File: src/rtl/multicycle_control_unit.sv
// Multi-cycle RV32I control FSM: sequences each instruction over a shared ALU
// and unified memory, with memory stalls, illegal-opcode trap and instret.
module multicycle_control_unit #(
    parameter int CNT_W      = 32,
    parameter bit ENABLE_BNE = 1'b1,
    parameter bit TRAP_HALT  = 1'b0
) (
    input  logic             clk,
    input  logic             reset,
    input  logic [6:0]       op,
    input  logic [2:0]       funct3,
    input  logic             zero,
    input  logic             mem_ready,
    output logic             mem_req,
    output logic             AdrSrc,
    output logic             IRWrite,
    output logic             PCWrite,
    output logic             MemWrite,
    output logic             RegWrite,
    output logic [1:0]       ImmSrc,
    output logic [1:0]       ALUSrcA,
    output logic [1:0]       ALUSrcB,
    output logic [1:0]       ALUOp,
    output logic [1:0]       ResultSrc,
    output logic             illegal_instr,
    output logic             halted,
    output logic [CNT_W-1:0] instret
);

    localparam logic [6:0] OP_LOAD   = 7'b0000011;
    localparam logic [6:0] OP_STORE  = 7'b0100011;
    localparam logic [6:0] OP_RTYPE  = 7'b0110011;
    localparam logic [6:0] OP_ITYPE  = 7'b0010011;
    localparam logic [6:0] OP_JAL    = 7'b1101111;
    localparam logic [6:0] OP_BRANCH = 7'b1100011;

    typedef enum logic [3:0] {
        S_FETCH,
        S_DECODE,
        S_MEMADR,
        S_MEMREAD,
        S_MEMWB,
        S_MEMWRITE,
        S_EXECR,
        S_EXECI,
        S_JAL,
        S_ALUWB,
        S_BRANCH,
        S_ILLEGAL
    } state_t;

    state_t state;
    state_t state_next;
    logic   taken;
    logic   retire;

    assign taken = zero ^ (ENABLE_BNE && (funct3 == 3'b001));

    // MEMWRITE only completes (and retires) once memory accepts the store
    assign retire = (state == S_MEMWB) || (state == S_ALUWB) ||
                    (state == S_BRANCH) ||
                    ((state == S_MEMWRITE) && mem_ready);

    always_comb begin
        state_next = state;
        case (state)
            S_FETCH:    if (mem_ready) state_next = S_DECODE;
            S_DECODE: begin
                case (op)
                    OP_LOAD, OP_STORE: state_next = S_MEMADR;
                    OP_RTYPE:          state_next = S_EXECR;
                    OP_ITYPE:          state_next = S_EXECI;
                    OP_JAL:            state_next = S_JAL;
                    OP_BRANCH:         state_next = S_BRANCH;
                    default:           state_next = S_ILLEGAL;
                endcase
            end
            S_MEMADR:   state_next = op[5] ? S_MEMWRITE : S_MEMREAD;
            S_MEMREAD:  if (mem_ready) state_next = S_MEMWB;
            S_MEMWB:    state_next = S_FETCH;
            S_MEMWRITE: if (mem_ready) state_next = S_FETCH;
            S_EXECR:    state_next = S_ALUWB;
            S_EXECI:    state_next = S_ALUWB;
            S_JAL:      state_next = S_ALUWB;
            S_ALUWB:    state_next = S_FETCH;
            S_BRANCH:   state_next = S_FETCH;
            S_ILLEGAL:  state_next = TRAP_HALT ? S_ILLEGAL : S_FETCH;
            default:    state_next = S_FETCH;
        endcase
    end

    always_ff @(posedge clk) begin
        if (reset) begin
            state   <= S_FETCH;
            instret <= '0;
        end else begin
            state <= state_next;
            if (retire) instret <= instret + CNT_W'(1);
        end
    end

    always_comb begin
        mem_req       = 1'b0;
        AdrSrc        = 1'b0;
        IRWrite       = 1'b0;
        PCWrite       = 1'b0;
        MemWrite      = 1'b0;
        RegWrite      = 1'b0;
        ImmSrc        = 2'b00;
        ALUSrcA       = 2'b00;
        ALUSrcB       = 2'b00;
        ALUOp         = 2'b00;
        ResultSrc     = 2'b00;
        illegal_instr = 1'b0;
        halted        = 1'b0;
        case (state)
            S_FETCH: begin
                mem_req   = 1'b1;
                ALUSrcB   = 2'b10;
                ResultSrc = 2'b10;
                IRWrite   = mem_ready;
                PCWrite   = mem_ready;
            end
            S_DECODE: begin
                ALUSrcA = 2'b01;
                ALUSrcB = 2'b01;
                ImmSrc  = 2'b10;
            end
            S_MEMADR: begin
                ALUSrcA = 2'b10;
                ALUSrcB = 2'b01;
                ImmSrc  = op[5] ? 2'b01 : 2'b00;
            end
            S_MEMREAD: begin
                mem_req = 1'b1;
                AdrSrc  = 1'b1;
            end
            S_MEMWB: begin
                ResultSrc = 2'b01;
                RegWrite  = 1'b1;
            end
            S_MEMWRITE: begin
                mem_req  = 1'b1;
                AdrSrc   = 1'b1;
                MemWrite = 1'b1;
            end
            S_EXECR: begin
                ALUSrcA = 2'b10;
                ALUOp   = 2'b10;
            end
            S_EXECI: begin
                ALUSrcA = 2'b10;
                ALUSrcB = 2'b01;
                ALUOp   = 2'b10;
            end
            S_JAL: begin
                ALUSrcA = 2'b01;
                ALUSrcB = 2'b10;
                ImmSrc  = 2'b11;
                PCWrite = 1'b1;
            end
            S_ALUWB:  RegWrite = 1'b1;
            S_BRANCH: begin
                ALUSrcA = 2'b10;
                ALUOp   = 2'b01;
                ImmSrc  = 2'b10;
                PCWrite = taken;
            end
            S_ILLEGAL: begin
                illegal_instr = 1'b1;
                halted        = TRAP_HALT;
            end
            default: ;
        endcase
        // reset shows the FETCH datapath selects with every enable held low
        if (reset) begin
            mem_req       = 1'b0;
            AdrSrc        = 1'b0;
            IRWrite       = 1'b0;
            PCWrite       = 1'b0;
            MemWrite      = 1'b0;
            RegWrite      = 1'b0;
            ImmSrc        = 2'b00;
            ALUSrcA       = 2'b00;
            ALUSrcB       = 2'b10;
            ALUOp         = 2'b00;
            ResultSrc     = 2'b10;
            illegal_instr = 1'b0;
            halted        = 1'b0;
        end
    end

endmodule
File: config.mk
export PLATFORM = sky130hd
export DESIGN_NAME = multicycle_control_unit
export DESIGN_NICKNAME = d
export VERILOG_FILES = /design/src/rtl/multicycle_control_unit.sv
export SDC_FILE = /design/constraint.sdc
export NUM_CORES = 1
export LEC_CHECK = 0
export ABC_AREA = 0
export ABC_CLOCK_PERIOD_IN_PS = 3800
export BUFFER_PORTS_ARGS = -buffer_cell sky130_fd_sc_hd__buf_4
export CAP_MARGIN = 30
export CORE_AREA = 2 2 74 90
export DETAILED_ROUTE_END_ITERATION = 12
export DIE_AREA = 0 0 76 92
export GPL_ROUTABILITY_DRIVEN = 0
export PLACE_DENSITY = 0.73
export SYNTH_ARGS = -nofsm -noshare
export SYNTH_HDL_FRONTEND = slang
export SYNTH_SLANG_ARGS = --single-unit
File: constraint.sdc
create_clock -name clk -period 3.8 [get_ports clk]
set_input_delay 0.38 -clock clk [delete_from_list [all_inputs] [get_ports clk]]
set_output_delay 0.38 -clock clk [all_outputs]
set_load 0.01 [all_outputs]
==> Word level (Yosys, flattened, before mapping) <==
Cells that the tools add are included.
{ "totals": {"wordCells": 73, "output_inout_bits": 50, "reg_bits": 36} }
{ "classes": {"n_eq_ne": 21, "addsub": 1, "bitwise": 1, "muxes": 31, "n_reduce_logical": 17} }
{ "op_table": {"columns": ["cell", "count"], "rows": [
  ["adder 32 x 1 -> 32 bit, second input constant", 1],
  ["case mux 4 bit (6 select lines)", 1],
  ["case mux 4 bit (5 select lines)", 1],
  ["== test 4 x 3 -> 1 bit, second input constant", 4],
  ["== test 4 bit, second input constant", 4],
  ["case mux 2 bit (2 select lines)", 4],
  ["== test 7 x 6 -> 1 bit, second input constant", 2],
  ["== test 7 bit, second input constant", 2],
  ["two-way mux 1 bit", 14],
  ["OR reduction 2 bit", 7],
  ["two-way mux 4 bit", 3],
  ["two-way mux 2 bit", 5],
  ["OR reduction 3 bit", 3],
  ["== test 4 x 2 -> 1 bit, second input constant", 2],
  ["== test 7 x 2 -> 1 bit, second input constant", 1],
  ["== test 7 x 5 -> 1 bit, second input constant", 1],
  ["!= test 2 bit, second input constant", 3],
  ["case mux 2 bit (3 select lines)", 1],
  ["== test 4 x 1 -> 1 bit, second input constant", 1],
  ["zero test 4 bit", 1],
  ["OR reduction 4 bit", 1],
  ["== test 3 x 1 -> 1 bit, second input constant", 1],
  ["logical OR 1 bit", 3],
  ["two-way mux 3 bit", 1],
  ["other kinds (4)", 4]
]} }

==> Depth between registers and ports, before layout <==
Gate-level depths: netlist of run 1.
{ "depth": {"ltp_word": 4, "mapped_depth": 7, "mapped_depth_nobuf": 5} }

==> Least setup slack after synthesis of run 1 <==
Ideal clock, no wire load.
{ "synth_timing": {"kind": "reg-to-reg", "start": "reg instret[7]", "end": "reg instret[31]", "stages_incl_launch_ff": 7, "n_path_buf": 2, "path_slack_ns": 1.841, "arrival_ns": 1.839, "cell_sequence": "dfxtp_1 > and4_2 > buf_2 > nand4_1 > clkbuf_1 > nor4b_1 > mux2_2"} }
{ "synth_between": {"elab_chain_len": 1} }
{ "synth_lines": {"columns": ["element", "line_no", "rtl"], "rows": [
  ["start: declaration", "27", "output logic [CNT_W-1:0] instret"],
  ["start signal: assignment", "98", "if (retire) instret <= instret + CNT_W'(1);"],
  ["adder 32 x 1 -> 32 bit", "98", null]
]} }
Every way passes these cells.
A chain may end at the register's enable or synchronous reset.

==> Worst setup path in the final report of run 1 <==
{ "layout_timing": {"start": "reg state[2]", "end": "reg instret[25]"} }
{ "layout_between": {"elab_chain_len": 4, "word_cells_on_any_way": 8, "cone_classes": "eq/ne: 4; reduce/logical: 4"} }
{ "layout_lines": {"columns": ["element", "line_no", "rtl"], "rows": [
  ["start: declaration", "52", "state_t state;"],
  ["start signal: assignment", "97", "state <= state_next;"],
  ["== test 4 x 3 -> 1 bit or == test 4 bit (tied branches)", "60", "assign retire = (state == S_MEMWB) || (state == S_ALUWB) ||"],
  ["logical OR 1 bit (2 in series)", "60", null],
  ["logical OR 1 bit (*)", "61", "(state == S_BRANCH) ||"]
]} }
Every way passes the cells marked *; elsewhere a longest branch is shown, timed or not.

==> impl_summary.log, run 1 <==
[metrics] Detailed Place HPWL: between 4 and 5 mm
[metrics] timing-limited maximum frequency: ~360 MHz
[metrics] clock tree from TritonCTS: done
[metrics] all-layer global routing usage: between 15 and 20%
[metrics] Placeable Area: between 6000 and 7000 um^2
[metrics] horizontal die dimension: around 76 um
[metrics] Mapped Area: roughly 2400 um^2
[metrics] global-route wire length before repair: 10.2 mm
[metrics] setup bufs post-CTS: 0
[metrics] routed length per placed instance: ~14 um
[metrics] initial core utilization: 38.5%
[metrics] clock buffer depth: 2
[metrics] number of clock sinks: 36
[metrics] Synth Area per Inst: 8.11 um^2
[metrics] register area: ~720 um^2
[metrics] nets in the synthesized netlist: 310
[metrics] max-cap violations: 0
[metrics] first-pass iteration count of the detailed router: 4
[metrics] transition at the pin with the smallest max-transition slack: 0.906 ns
[metrics] detailed router's first-iteration violation count: approximately 120
[metrics] total power: approximately 1.2 mW
[metrics] via count of the first global-routing pass: roughly 2200
[metrics] type of origin of the critical path: flop
[metrics] data required time of the critical path: just under 4 ns
[metrics] grt total ovfl: 0
[metrics] power density of the placed cells: about 400 nW/um^2
[metrics] via count: 2456
[metrics] deepest level of the CTS H-tree: 2
[metrics] worst clock skew on the final layout: approximately 0.005 ns
[metrics] Critical Path End Type: flop
[metrics] Slew Limit Headroom: a little under 40%
[metrics] Syn Inst Count: a little under 300
[metrics] number of clock buffers inserted by TritonCTS: 5
[metrics] proportion of power drawn by combinational gates: ~31%
[metrics] NetSw: a little over 400 uW
[metrics] share of cells above drive strength 1: roughly 27%
[metrics] switching portion of total power: 34.9%
[metrics] synthesis-stage register bit count: 36
[metrics] Crit Path Class: reg2reg
[metrics] antenna violation net count after detailed routing: 0
[metrics] share of synthesized area occupied by flip-flops and latches: between 30% and 40%
[metrics] clk_lat worst skew: 0.29 ns
[metrics] most instantiated flip-flop cell in the synthesis netlist: sky130_fd_sc_hd__dfxtp_1
[metrics] largest net degree at the start of global routing: 51
[metrics] arrival time worst endpoint: about 2.9 ns
[metrics] floorplan die area: between 6000 and 7000 um^2
[metrics] part of the power in registers: ~41%
[metrics] Fillers: approximately 620
[metrics] Lkg Pwr: around 1.1 nW
[metrics] number of antenna cells inserted: 0
[metrics] proportion of power drawn by the clock network: between 20% and 30%
[metrics] status: finished, final reports clean
[metrics] CTS root buffer: sky130_fd_sc_hd__clkbuf_8
[metrics] relative area change from synthesis to final layout: 22.6%
[metrics] die height: ~92 um
[metrics] total of buffers placed on input and output ports: 62
[metrics] share of flip-flops with an asynchronous set or reset: 0%
[metrics] initial antenna violation count: 0
[metrics] Multi-input gate area: between 1000 and 1500 um^2
[metrics] I/O Pins: 64
[metrics] Peak VDD IR: ~260 uV
[metrics] Slew Limit Fails: 0
[metrics] Internal Dissipation: 769 uW
[metrics] worst hold-check path type: in2reg
[metrics] Util after Layout: a little under half
[metrics] Hold Vio Cnt, Final: 0
[metrics] Setup Viol. Count Final: 0
[metrics] largest fanout on the critical path: 30
[metrics] quantity of hold-fixing buffers added after cts: 0
[metrics] setup TNS: 0 ns
[metrics] post-CTS resize count: 0
[metrics] count of flip-flops with a built-in enable after synthesis: 0
[metrics] number of placement rows: 32
[metrics] total number of yosys warnings: 0
[metrics] wire length reported by the detailed router: roughly 6.0 mm
[metrics] detailed-route DRC error count: 0
[metrics] number of vias per cell after detailed routing: roughly 5.8
[metrics] setup repair after global routing missed its margin: no
[metrics] clock-pin slew on the worst setup and hold paths: 0.07 ns
[metrics] number of library cell types mapped by synthesis: 57
[metrics] Period minus WS final: 2.74 ns
[metrics] final period utilization: 72.1%
[metrics] count of nets after finishing: 354
-- synth_stat cells, drive strengths merged (2+ instances only) --
cell type	instances	area, um^2
nand4	11	75.1
nor4	8	65.1
o31ai	17	128
or4	18	139
o21a	5	37.5
nor4b	4	50.1
o41ai	2	25.0
o21ai	8	40.0
mux2	4	45.0
or3	9	57.6
and4bb	3	37.5
and4	6	53.8
clkbuf	10	67.6
xor2	4	35.0
nor3	11	55.1
o22ai	3	18.8
a21oi	28	140
buf	16	81.3
nor3b	3	22.5
nand2	17	63.8
dfxtp	36	721
nor2b	6	37.5
nand3	10	55.1
a31oi	2	12.5
o31a	3	27.5
and3	6	40.0
nand2b	5	31.3
inv	6	22.5
nor2	18	67.6
a211oi	3	22.5
-- metrics by stage --
stage | cells | area, um^2 | setup slack (ns) | hold slack, ns
finish | 425 | 2930 | 1.06 | 0.494
global route | 425 | 2930 | 0.800 | 0.539
CTS | 425 | 2930 | 1.06 | 0.493
detailed placement | 417 | 2820 | 1.08 | 0.483
global placement | 417 | 2820 | 1.15 | 0.477
floorplan | 295 | 2390 | 1.84 | 0.504
-- critical path, stage by stage, from the launching register on --
cell and delay [ns]:
sky130_fd_sc_hd__dfxtp_1 0.92, sky130_fd_sc_hd__and4bb_2 0.36, sky130_fd_sc_hd__nor4_4 0.77, sky130_fd_sc_hd__buf_4 0.33, sky130_fd_sc_hd__nor4_1 0.08, sky130_fd_sc_hd__o21a_1 0.18
-- sequential cells by signal, summed over array words and instances (netlist names) --
name,cells
instret,32
state,4
-- cell families (layout without fill, tap and decap cells) --
family	count (synthesis)	after routing	share of synthesized area, %
XOR/XNOR	5	5	1.83
flip-flops	36	36	30.1
multiplexers	5	5	2.30
AO/OA/AOI/OAI	74	74	20.0
AND/OR/NAND/NOR	140	140	37.4
adder cells (fa/ha/maj)	1	1	0.523
other	1	1	0.157
buffers and inverters	33	78	7.59
-- worst paths after layout --
check | end | cells after the start | start | slack (ns)
hold / removal | state[1]$_SDFFE_PP0P_ | 4 | op[5] | 0.49
hold reg to reg | instret[26]$_SDFFE_PP0P_ | 2 | instret[26]$_SDFFE_PP0P_ | 0.50
setup reg to reg | instret[25]$_SDFFE_PP0P_ | 5 | state[2]$_SDFFE_PP0P_ | 1.06
setup / recovery | instret[25]$_SDFFE_PP0P_ | 5 | state[2]$_SDFFE_PP0P_ | 1.06
-- layout make-up --
type / instances / share of cell area, %
Clock buffer: 5 / 2.35
Clock inverter: 3 / 1.45
Inverter: 6 / 0.769
Multi-Input combinational cell: 226 / 50.8
Sequential cell: 36 / 24.6
Tap cell: 85 / 3.63
Timing Repair Buffer: 64 / 16.4
-- per-layer routing --
| layer | track usage [%] | share of wire (%) | routed length, um |
|---|---|---|---|
| met1 | 20.1 | 43 | 2550 |
| met2 | 31.3 | 51 | 3050 |
| met3 | 3.15 | 5.4 | 324 |
| met4 | 5.76 | 1.2 | 73 |
| met5 | 0 | 0 | 0 |
-- power groups by stage --
stage	registers (mW)	logic, mW	clock network [mW]
2_1_floorplan	0.412	0.331	0
3_3_place_gp	0.488	0.361	0
3_5_place_dp	0.490	0.364	0
4_1_cts	0.481	0.367	0.340
5_1_grt	0.491	0.409	0.355
6_report	0.482	0.365	0.334
-- cells in the final DEF (no fill, tap or decap), types with 4 or more instances in the layout --
cell	count
sky130_fd_sc_hd__buf_4	64
sky130_fd_sc_hd__dfxtp_1	36
sky130_fd_sc_hd__a21oi_1	28
sky130_fd_sc_hd__nor2_1	18
sky130_fd_sc_hd__nand2_1	17
sky130_fd_sc_hd__o31ai_1	17
sky130_fd_sc_hd__or4_1	17
sky130_fd_sc_hd__nor3_1	11
sky130_fd_sc_hd__nand4_1	10
sky130_fd_sc_hd__nand3_1	9
sky130_fd_sc_hd__o21ai_0	8
sky130_fd_sc_hd__or3_1	8
sky130_fd_sc_hd__nor4_1	7
sky130_fd_sc_hd__inv_1	6
sky130_fd_sc_hd__nor2b_1	6
sky130_fd_sc_hd__nand2b_1	5
sky130_fd_sc_hd__o21a_1	5
sky130_fd_sc_hd__and4_1	5
sky130_fd_sc_hd__clkbuf_8	5
sky130_fd_sc_hd__xor2_1	4
sky130_fd_sc_hd__and3_1	4
sky130_fd_sc_hd__mux2_2	4
Power figures use the tool's default switching activity.
==> run 2, diff against run 1 <==
--- a/config.mk
+++ b/config.mk
@@ -6,14 +6,14 @@
 export NUM_CORES = 1
 export LEC_CHECK = 0
 export ABC_AREA = 0
-export ABC_CLOCK_PERIOD_IN_PS = 3800
+export ABC_CLOCK_PERIOD_IN_PS = 2300
 export BUFFER_PORTS_ARGS = -buffer_cell sky130_fd_sc_hd__buf_4
 export CAP_MARGIN = 30
 export CORE_AREA = 2 2 74 90
 export DETAILED_ROUTE_END_ITERATION = 12
 export DIE_AREA = 0 0 76 92
 export GPL_ROUTABILITY_DRIVEN = 0
-export PLACE_DENSITY = 0.73
+export PLACE_DENSITY = 0.76
 export SYNTH_ARGS = -nofsm -noshare
 export SYNTH_HDL_FRONTEND = slang
 export SYNTH_SLANG_ARGS = --single-unit
==> constraint.sdc (replaced) <==
create_clock -name clk -period 2.3 [get_ports clk]
set_input_delay 0.23 -clock clk [delete_from_list [all_inputs] [get_ports clk]]
set_output_delay 0.23 -clock clk [all_outputs]
set_load 0.01 [all_outputs]
==> run 2 against run 1 <==
  * Flip-flop and latch count unchanged
  * Via count is 0.37% lower
  * Combinational power grew 110%
  * Critical path depth grew 1
  * Final cell count is 1.2% higher
==> impl_summary.log, run 2 (same netlist as run 1, synthesis figures left out) <==
[metrics] status: finished, final reports clean
[metrics] share of cells above drive strength 1: 27.8% (+0.77 points)
[metrics] Detailed Place HPWL: 4.13 mm (-0.98%)
[metrics] setup repair after global routing missed its margin: no
[metrics] largest registers: instret: 32 flops, state: 4 flops
[metrics] arrival time worst endpoint: 1.87 ns (-1.05 ns)
[metrics] detailed router's first-iteration violation count: 170 (+37%)
[metrics] Slew Limit Headroom: 65.5% (+26 points)
[metrics] Crit Reg-Reg Endpoint: instret[26]$_SDFFE_PP0P_
[metrics] setup TNS: 0 ns (unchanged)
[metrics] Fin Hold WS: 0.328 ns (-0.166 ns)
[metrics] standard cell area after detailed placement: 2870 um^2 (+1.8%)
[metrics] number of antenna cells inserted: 0 (unchanged)
[metrics] Lkg Pwr: 1.09 nW (+3.1%)
[metrics] data required time of the critical path: 2.07 ns (-1.91 ns)
[metrics] largest fanout on the critical path: 16 (-47%)
[metrics] CP endpoint: RegWrite
[metrics] largest net degree at the start of global routing: 51 (unchanged)
[metrics] total of buffers placed on input and output ports: 62 (unchanged)
[metrics] final period utilization: between 90% and 100%
[metrics] horizontal die dimension: 76 um (unchanged)
[metrics] Peak VDD IR: 380 uV (+46%)
[metrics] Hold Vio Cnt, Final: 0 (unchanged)
[metrics] number of stages on the worst hold path: 4 (unchanged)
[metrics] clk_lat worst skew: 0.29 ns (about the same)
[metrics] global-route wire length before repair: 10.3 mm (+1.7%)
[metrics] deepest level of the CTS H-tree: 2 (unchanged)
[metrics] number of clock sinks: 36 (unchanged)
[metrics] floorplan die area: 6990 um^2 (unchanged)
[metrics] timing-limited maximum frequency: ~480 MHz
[metrics] Critical path origin: state[3]$_SDFFE_PP0P_
[metrics] transition at the pin with the smallest max-transition slack: 0.517 ns (-0.389 ns)
[metrics] type of origin of the critical path: flop
[metrics] relative area change from synthesis to final layout: 24.5%
[metrics] Placeable Area: 6210 um^2 (unchanged)
[metrics] worst hold-check path type: in2reg
[metrics] commonest non-fill, non-tap cell in the layout: sky130_fd_sc_hd__buf_4
[metrics] Period minus WS final: 2.10 ns
[metrics] wire length reported by the detailed router: 5.89 mm (-1.8%)
[metrics] routed length per placed instance: 13.7 um (-2.9%)
[metrics] Critical Path End Type: output pin
[metrics] quantity of hold-fixing buffers added after cts: 0 (unchanged)
[metrics] Crit Path Class: reg2out
[metrics] Slew Limit Fails: 0 (unchanged)
[metrics] first-pass iteration count of the detailed router: 4 (unchanged)
[metrics] number of placement rows: 32 (unchanged)
[metrics] initial core utilization: 38.5% (unchanged)
[metrics] number of clock buffers inserted by TritonCTS: 5 (unchanged)
[metrics] post-route cell area: 2980 um^2 (+1.6%)
[metrics] setup slack after layout: 0.200 ns (-0.859 ns)
[metrics] commonest cells after routing, fill and taps aside: sky130_fd_sc_hd__buf_4, sky130_fd_sc_hd__dfxtp_1, sky130_fd_sc_hd__a21oi_1
[metrics] worst clock skew on the final layout: 0.00977 ns (+0.00465 ns)
[metrics] clock tree from TritonCTS: done
[metrics] setup slack of the most critical reg-to-reg path: 0.36 ns (-0.70 ns)
[metrics] worst reg2reg path startpoint: instret[8]$_SDFFE_PP0P_
[metrics] I/O Pins: 64 (unchanged)
[metrics] setup bufs post-CTS: 0 (unchanged)
[metrics] via count of the first global-routing pass: 2230 (+0.27%)
[metrics] clock-pin slew on the worst setup and hold paths: 0.07 ns (about the same)
[metrics] antenna violation net count after detailed routing: 0 (unchanged)
[metrics] setup slack at placement: 0.393 ns (-0.688 ns)
[metrics] via count: 2447 (-0.37%)
[metrics] Util after Layout: 48.0% (+0.75 points)
[metrics] flip-flop count of the largest register after layout: 32 (unchanged)
[metrics] Fillers: 605 (-2.3%)
[metrics] max-cap violations: 0 (unchanged)
[metrics] detailed-route DRC error count: 0 (unchanged)
[metrics] Largest Register: instret
[metrics] count of nets after finishing: 359 (+1.4%)
[metrics] number of vias per cell after detailed routing: 5.69 (-1.5%)
[metrics] all-layer global routing usage: 17.4% (+0.30 points)
[metrics] initial antenna violation count: 0 (unchanged)
[metrics] die height: 92 um (unchanged)
[metrics] post-CTS resize count: 0 (unchanged)
[metrics] CTS root buffer: sky130_fd_sc_hd__clkbuf_8
[metrics] grt total ovfl: 0 (unchanged)
[metrics] clock buffer depth: 2 (unchanged)
[metrics] Setup Viol. Count Final: 0 (unchanged)
[metrics] power density of the placed cells: 671 nW/um^2 (+66%)
[metrics] path depth of the worst reg2reg path: 4 (-1)
==> run 2: layout make-up <==
class	count	area (um^2)	share of cell area, %
Clock buffer	6	72.6	2.44
Clock inverter	2	35.0	1.18
Inverter	6	22.5	0.757
Multi-Input combinational cell	226	1490	50.0
Sequential cell	36	721	24.2
Tap cell	85	106	3.57
Timing Repair Buffer	69	531	17.8
==> run 2: worst min-delay path by stage <==
stage                             startpoint                        to  slack (ns)
CTS                                    op[5]     state[1]$_SDFFE_PP0P_        0.32
floorplan                              reset  instret[27]$_SDFFE_PP0P_        0.47
global route                           op[5]     state[1]$_SDFFE_PP0P_        0.38
global placement    instret[22]$_SDFFE_PP0P_  instret[22]$_SDFFE_PP0P_        0.48
detailed placement  instret[26]$_SDFFE_PP0P_  instret[26]$_SDFFE_PP0P_        0.49
finish                                 op[5]     state[1]$_SDFFE_PP0P_        0.33
==> run 2: critical path: stages, from the launching register on <==
cell	delay, ns
sky130_fd_sc_hd__dfxtp_1	0.43
sky130_fd_sc_hd__buf_4	0.25
sky130_fd_sc_hd__inv_1	0.14
sky130_fd_sc_hd__or3_1	0.35
sky130_fd_sc_hd__o21a_1	0.12
sky130_fd_sc_hd__nor3_1	0.15
sky130_fd_sc_hd__buf_4	0.15
==> run 2: stage by stage <==
step	power (mW)	cells
global route	2.13	430
floorplan	1.23	295
global placement	1.45	422
CTS	2.01	430
finish	2.00	430
detailed placement	1.46	422
==> run 2: routing by layer <==
metal	GRT usage [%]	up-vias	part of all wire, %
met5	0	-	0
met4	5.30	0	1.5
met3	3.15	10	5.7
met2	31.8	81	50
met1	20.6	1125	42
li1	-	1231	-
==> run 2: power breakdown <==
part | switching, mW | internal, mW | leakage [nW] | total [mW]
clock | 0.222 | 0.322 | 0.0552 | 0.544
combinational | 0.421 | 0.338 | 0.749 | 0.759
sequential | 0.0426 | 0.652 | 0.290 | 0.695
